File: src/rtl/branch_predictor.sv
// Fetch-stage direction predictor: table of 2-bit saturating counters indexed by PC,
// with saturating branch/mispredict statistics. Define BP_GSHARE_EN to XOR a global history into the index.
module branch_predictor #(
  parameter int INDEX_BITS = 5
) (
  input  logic        clk,
  input  logic        reset,
  input  logic [15:0] fetch_pc,
  output logic        br_prediction,
  input  logic        update_valid,
  input  logic [15:0] update_pc,
  input  logic        update_taken,
  input  logic        update_mispredict,
  output logic [15:0] branch_count,
  output logic [15:0] mispredict_count
);

  localparam int DEPTH = 2 ** INDEX_BITS;

  logic [1:0]            table_q [DEPTH];
  logic [1:0]            table_d [DEPTH];
  logic [15:0]           branch_count_q, branch_count_d;
  logic [15:0]           mispredict_count_q, mispredict_count_d;
  logic [INDEX_BITS-1:0] lookup_idx_s;
  logic [INDEX_BITS-1:0] update_idx_s;
  logic                  unused_pc_bits_s;

  function automatic logic [1:0] sat_inc2(input logic [1:0] c);
    return (c == 2'b11) ? 2'b11 : c + 2'b01;
  endfunction

  function automatic logic [1:0] sat_dec2(input logic [1:0] c);
    return (c == 2'b00) ? 2'b00 : c - 2'b01;
  endfunction

  function automatic logic [15:0] sat_inc16(input logic [15:0] c);
    return (c == 16'hFFFF) ? 16'hFFFF : c + 16'h0001;
  endfunction

  // Instructions are word-aligned and the table only sees the low index bits.
  assign unused_pc_bits_s = ^{fetch_pc[15:INDEX_BITS+1], fetch_pc[0],
                              update_pc[15:INDEX_BITS+1], update_pc[0]};

`ifdef BP_GSHARE_EN
  logic [INDEX_BITS-1:0] ghr_q, ghr_d;

  // Both indices use the pre-shift history of the current cycle.
  assign lookup_idx_s = fetch_pc[INDEX_BITS:1] ^ ghr_q;
  assign update_idx_s = update_pc[INDEX_BITS:1] ^ ghr_q;

  always_comb begin
    ghr_d = ghr_q;
    if (update_valid) begin
      ghr_d = {ghr_q[INDEX_BITS-2:0], update_taken};
    end else begin
      ghr_d = ghr_q;
    end
  end

  always_ff @(posedge clk or posedge reset) begin
    if (reset) begin
      ghr_q <= '0;
    end else begin
      ghr_q <= ghr_d;
    end
  end
`else
  assign lookup_idx_s = fetch_pc[INDEX_BITS:1];
  assign update_idx_s = update_pc[INDEX_BITS:1];
`endif

  // No write-to-read bypass: a same-cycle lookup sees the pre-update counter.
  assign br_prediction = table_q[lookup_idx_s][1];

  always_comb begin
    for (int i = 0; i < DEPTH; i++) begin
      table_d[i] = table_q[i];
    end
    if (update_valid) begin
      if (update_taken) begin
        table_d[update_idx_s] = sat_inc2(table_q[update_idx_s]);
      end else begin
        table_d[update_idx_s] = sat_dec2(table_q[update_idx_s]);
      end
    end else begin
      table_d[update_idx_s] = table_q[update_idx_s];
    end
  end

  always_comb begin
    branch_count_d     = branch_count_q;
    mispredict_count_d = mispredict_count_q;
    if (update_valid) begin
      branch_count_d = sat_inc16(branch_count_q);
      if (update_mispredict) begin
        mispredict_count_d = sat_inc16(mispredict_count_q);
      end else begin
        mispredict_count_d = mispredict_count_q;
      end
    end else begin
      branch_count_d     = branch_count_q;
      mispredict_count_d = mispredict_count_q;
    end
  end

  always_ff @(posedge clk or posedge reset) begin
    if (reset) begin
      for (int i = 0; i < DEPTH; i++) begin
        table_q[i] <= 2'b01;
      end
      branch_count_q     <= 16'h0000;
      mispredict_count_q <= 16'h0000;
    end else begin
      for (int i = 0; i < DEPTH; i++) begin
        table_q[i] <= table_d[i];
      end
      branch_count_q     <= branch_count_d;
      mispredict_count_q <= mispredict_count_d;
    end
  end

  assign branch_count     = branch_count_q;
  assign mispredict_count = mispredict_count_q;

endmodule
File: config.mk
export PLATFORM = sky130hd
export DESIGN_NAME = branch_predictor
export DESIGN_NICKNAME = d
export VERILOG_FILES = /design/src/rtl/branch_predictor.sv
export SDC_FILE = /design/constraint.sdc
export NUM_CORES = 1
export LEC_CHECK = 0
export BUFFER_PORTS_ARGS = -buffer_cell sky130_fd_sc_hd__buf_4
export CAP_MARGIN = 5
export CORE_MARGIN = 5
export CORE_UTILIZATION = 35
export DETAILED_ROUTE_END_ITERATION = 8
export SLEW_MARGIN = 30
export SYNTH_ARGS = -nofsm -noshare
export SYNTH_HDL_FRONTEND = slang
export SYNTH_SLANG_ARGS = --single-unit
export TNS_END_PERCENT = 5
File: constraint.sdc
create_clock -name clk -period 7.2 [get_ports clk]
set_input_delay 1.44 -clock clk [delete_from_list [all_inputs] [get_ports clk]]
set_output_delay 1.44 -clock clk [all_outputs]
set_load 0.02 [all_outputs]
======== Word-level counts from Yosys, hierarchy flattened ========
Cells that the tools add are included.
storage, ports and cells
  bits in latches ......................... 0
  bits in registers ....................... 96
  memory bits (writable) .................. 0
  memories kept ........................... 0
  memory bits (read-only) ................. 0
  output and inout bits ................... 33
cells by class
  equal/unequal tests ..................... 3
  $add $sub $neg .......................... 4
  bitwise gates (word level) .............. 2
  reduce and logical (&&, ||, !) cells .... 3
  shift operators ......................... 0
  $lt $le $gt $ge ......................... 3
  muxes and demuxes ....................... 17
  multipliers ............................. 0
  div/mod/pow operators ................... 0
operator list
  kind                                                                  number
  64-bit bitwise mux                                                    3
  64-bit 2-to-1 mux                                                     2
  16-bit by 1-bit adder with 16-bit output, second input constant       2
  16-bit equality test, second input constant                           2
  16-bit 2-to-1 mux                                                     2
  2-bit binary-select mux with 5-bit select                             2
  2-bit 2-to-1 mux                                                      7
  6-bit greater-or-equal comparator, second input constant              2
  5-bit NOT with 6-bit output                                           2
  2-bit demux with 5-bit select                                         1
  6-bit by 1-bit < comparator with 1-bit output, second input constant  1
  2-bit by 1-bit adder with 2-bit output, second input constant         1
  2-bit equality test, second input constant                            1
  2-bit logical NOT                                                     1
  2-bit AND reduction                                                   1
  2-bit by 1-bit subtractor with 2-bit output, second input constant    1
  1-bit logical AND                                                     1

======== Longest topological paths before layout ========
  depth after elaboration ................. 9
  depth in mapped cells ................... 11
  gate-level depth less buffers ........... 6

======== Least setup slack after synthesis ========
No wires, ideal clock.
  path kind ............................... input port to output port
  from .................................... input fetch_pc[1]
  to ...................................... output br_prediction
  slack ................................... 2.571 ns
  arrival time ............................ 3.189 ns
  required time ........................... 5.760 ns
  stages on the path ...................... 4
  buffers on the path ..................... 1
  cells stage by stage .................... clkbuf_1 > mux4_2 > mux4_2 > mux2_2
between the ends
  word-level cells in the longest chain between the ends .. 4
RTL lines
  element                                               line  text
  from (decl)                                           8     input logic [15:0] fetch_pc,
  5-bit NOT with 6-bit output (not written as such)     73    assign br_prediction = table_q[lookup_idx_s][1];
  2-bit binary-select mux with 5-bit select             73
  2-bit 2-to-1 mux (not written as such) (2 in series)  73
  to (decl)                                             9     output logic br_prediction,
Every way passes these cells. The select of a mux whose other input is x is not followed.

======== Final worst setup path ========
Same ends and word-level chain as after synthesis.

==> impl_metrics.py <==
metrics = {
    "worst_hold_path": {
        "holdPathStages": 2,
        "hold_start": "table_q[11]$_DFFE_PP0N_",
        "hp-class": "flop to flop",
    },
    "sta": {
        "finalHoldViolCount": 0,
        "grt_setup_unrepaired": "no",
        "slew_headroom": 0.309,
        "fmax_mhz": 217,
        "setup_violations": 0,
        "skew_ns": 0.00819,
        "setup_slack_ns": 2.59,
        "period_needed_ns": 4.61,
        "final_max_slew_viol_count": 0,
        "period_share": 0.640,
        "setup_tns_ns": 0,
        "tightest_slew_ns": 1.03,
    },
    "die": {
        "ios": 70,
        "start_util": 0.353,
        "die_h_um": 144,
        "core_area_sq_mm": 0.0178,
        "die_area_sq_mm": 0.0207,
        "fp.dieW_um": 144,
        "num_rows": 49,
    },
    "power_and_ir_drop": {
        "power_density_mw_per_mm2": 276,
        "finalPower_mw": 1.92,
        "p_leak_nw": 2.90,
        "ir_drop_mv": 0.168,
    },
    "cts": {
        "cts_resized": 0,
        "clock_sinks": 96,
        "cts_root_buf": "clkbuf_16",
        "clk_latency_ns": 0.36,
        "cts_made_buffers": 9,
        "cts_max_level": 3,
        "post_cts_buffers": 0,
        "tritoncts": "done",
        "clkTransAtPathRegs_ns": 0.06,
        "holdBufCountCts": 0,
        "clockBufferDepth": 2,
    },
    "yosys": {
        "syn-cell-area_sq_mm": 0.00627,
        "synth_enable_flop_cells": 0,
        "async_reset_ff_frac": 1.00,
        "syn_inst": 724,
        "postSynthAreaPerCell_sq_um": 8.67,
        "seq_area_frac_synth": 0.389,
        "synth_ff_type": "dfrtp_1",
        "synth_nets": 763,
        "synth_cell_type_count": 52,
        "ys_warn_count": 0,
        "ys_ff_latch": 96,
    },
    "placement": {
        "place.gp.congestion": 0.867,
        "port-buffer-count": 47,
        "hpwl_um": 11600,
        "dp_slack_ns": 2.60,
    },
    "detailed_routing": {
        "post_drt_wl_per_cell_um": 19.4,
        "finalWirelength_um": 18600,
        "first_pass_iters": 6,
        "drt-initial-drc-count": 647,
        "vias": 5718,
        "viasPerCell": 5.98,
        "detail-route-antenna-nets": 0,
        "remaining_drc_errors": 0,
    },
    "worst_setup_path": {
        "reg2reg_slack_ns": 4.45,
        "startpoint": "fetch_pc[1]",
        "end_kind": "output port",
        "r2r_cells": 7,
        "crit_arrival_ns": 3.17,
        "start_kind": "input port",
        "critical_path_class": "input port to output port",
        "reg2reg_from": "table_q[16]$_DFFE_PP1N_",
        "critPathMaxFanout": 8,
        "cp.required_ns": 5.76,
    },
    "grt": {
        "antenna_found_initial": 0,
        "grt-ovfl-total": 0,
        "grt_pass1_vias": 5373,
        "track_usage": 0.180,
        "grt_first_pass_wirelength_um": 29400,
        "grt_max_degree": 97,
    },
    "final_layout": {
        "final_util": 0.391,
        "final_cell_mix": "nand2_1, nor2_1, dfrtp_1, buf_4, nand3_1",
        "num-fill-cells": 1790,
        "diodes": 0,
        "final_common_cell": "nand2_1",
        "areaGrowthSynthToFinish_pct": 10.8,
        "nets": 761,
        "drive_gt1_frac": 0.166,
    },
    "job": {
        "drv_cap": 0,
    },
    "run_status": {
        "outcome": "completed",
    },
}
[final cells by class]
| class | count | area, sq um | share of cell area |
|---|---|---|---|
| sequential | 96 | 2440 | 0.351 |
| tap | 229 | 287 | 0.0412 |
| inverter | 6 | 25.0 | 0.00360 |
| timing repair buffer | 52 | 410 | 0.0590 |
| clock buffer | 9 | 225 | 0.0324 |
| multi-input combinational | 557 | 3500 | 0.503 |
| clock inverter | 7 | 70.1 | 0.0101 |
[through the flow]
stage                     area [sq um]  cells  hold WS, ns
after floorplan                   6270    724        0.483
after global placement            6630    939        0.508
after detailed placement          6630    939        0.517
after CTS                         6930    955        0.532
after global routing              6960    956        0.547
final                             6960    956        0.532
[path summary, 6_finish.rpt]
| check | to |
|---|---|
| worst max-delay path | br_prediction |
| worst min-delay path | table_q[11]$_DFFE_PP0N_ |
| worst max register to register | table_q[30]$_DFFE_PP1N_ |
| worst min register to register | table_q[11]$_DFFE_PP0N_ |
| max in group asynchronous | table_q[19]$_DFFE_PP0N_ |
| min in group asynchronous | branch_count[7]$_DFFE_PP0P_ |
[per-layer routing]
layer / share of wire / global-route usage / vias to the layer above / routed length (um)
met2: 0.43 / 0.261 / 229 / 8030
met1: 0.48 / 0.264 / 2798 / 8870
met5: 0 / 0 / - / 0
li1: - / - / 2667 / -
met4: 0.019 / 0.0550 / 0 / 344
met3: 0.071 / 0.0449 / 24 / 1310
[worst max-delay path, cell delays in order]
cell,delay (ns)
buf_4,0.21
mux4_2,0.56
mux4_2,0.50
mux2_2,0.29
buf_4,0.16
[synthesized netlist by cell type (11+ instances only)]
master	instances	area, sq um
a222oi_1	31	310
nand2_1	137	514
clkbuf_1	28	105
nand3_1	48	240
mux2i_1	33	330
dfstp_2	32	841
o211ai_1	32	240
buf_2	17	85.1
nor2_1	114	428
o2111ai_1	31	272
o221ai_1	12	105
dfrtp_1	64	1600
xor2_1	11	96.3
[cell families after synthesis]
group                      count (synthesis)  share of synthesized area
AOI/OAI and AO/OA                        140                      0.188
xor gates and xnor gates                  19                     0.0265
adders and majority gates                  2                    0.00399
buffers and inverters                     71                     0.0578
DFF                                       96                      0.389
muxes                                     44                     0.0903
and+or+nand+nor                          352                      0.244
[power breakdown]
part	internal, mW	total, mW	switching, mW	leakage (nW)
clock	0.270	0.494	0.224	0.146
sequential	0.720	0.842	0.122	1.14
combinational	0.249	0.584	0.335	1.61
[state kept, by name (all words and copies together) (netlist names)]
| register | flops |
|---|---|
| table_q | 64 |
| branch_count | 16 |
| mispredict_count | 16 |
Power figures use the tool's default switching activity.
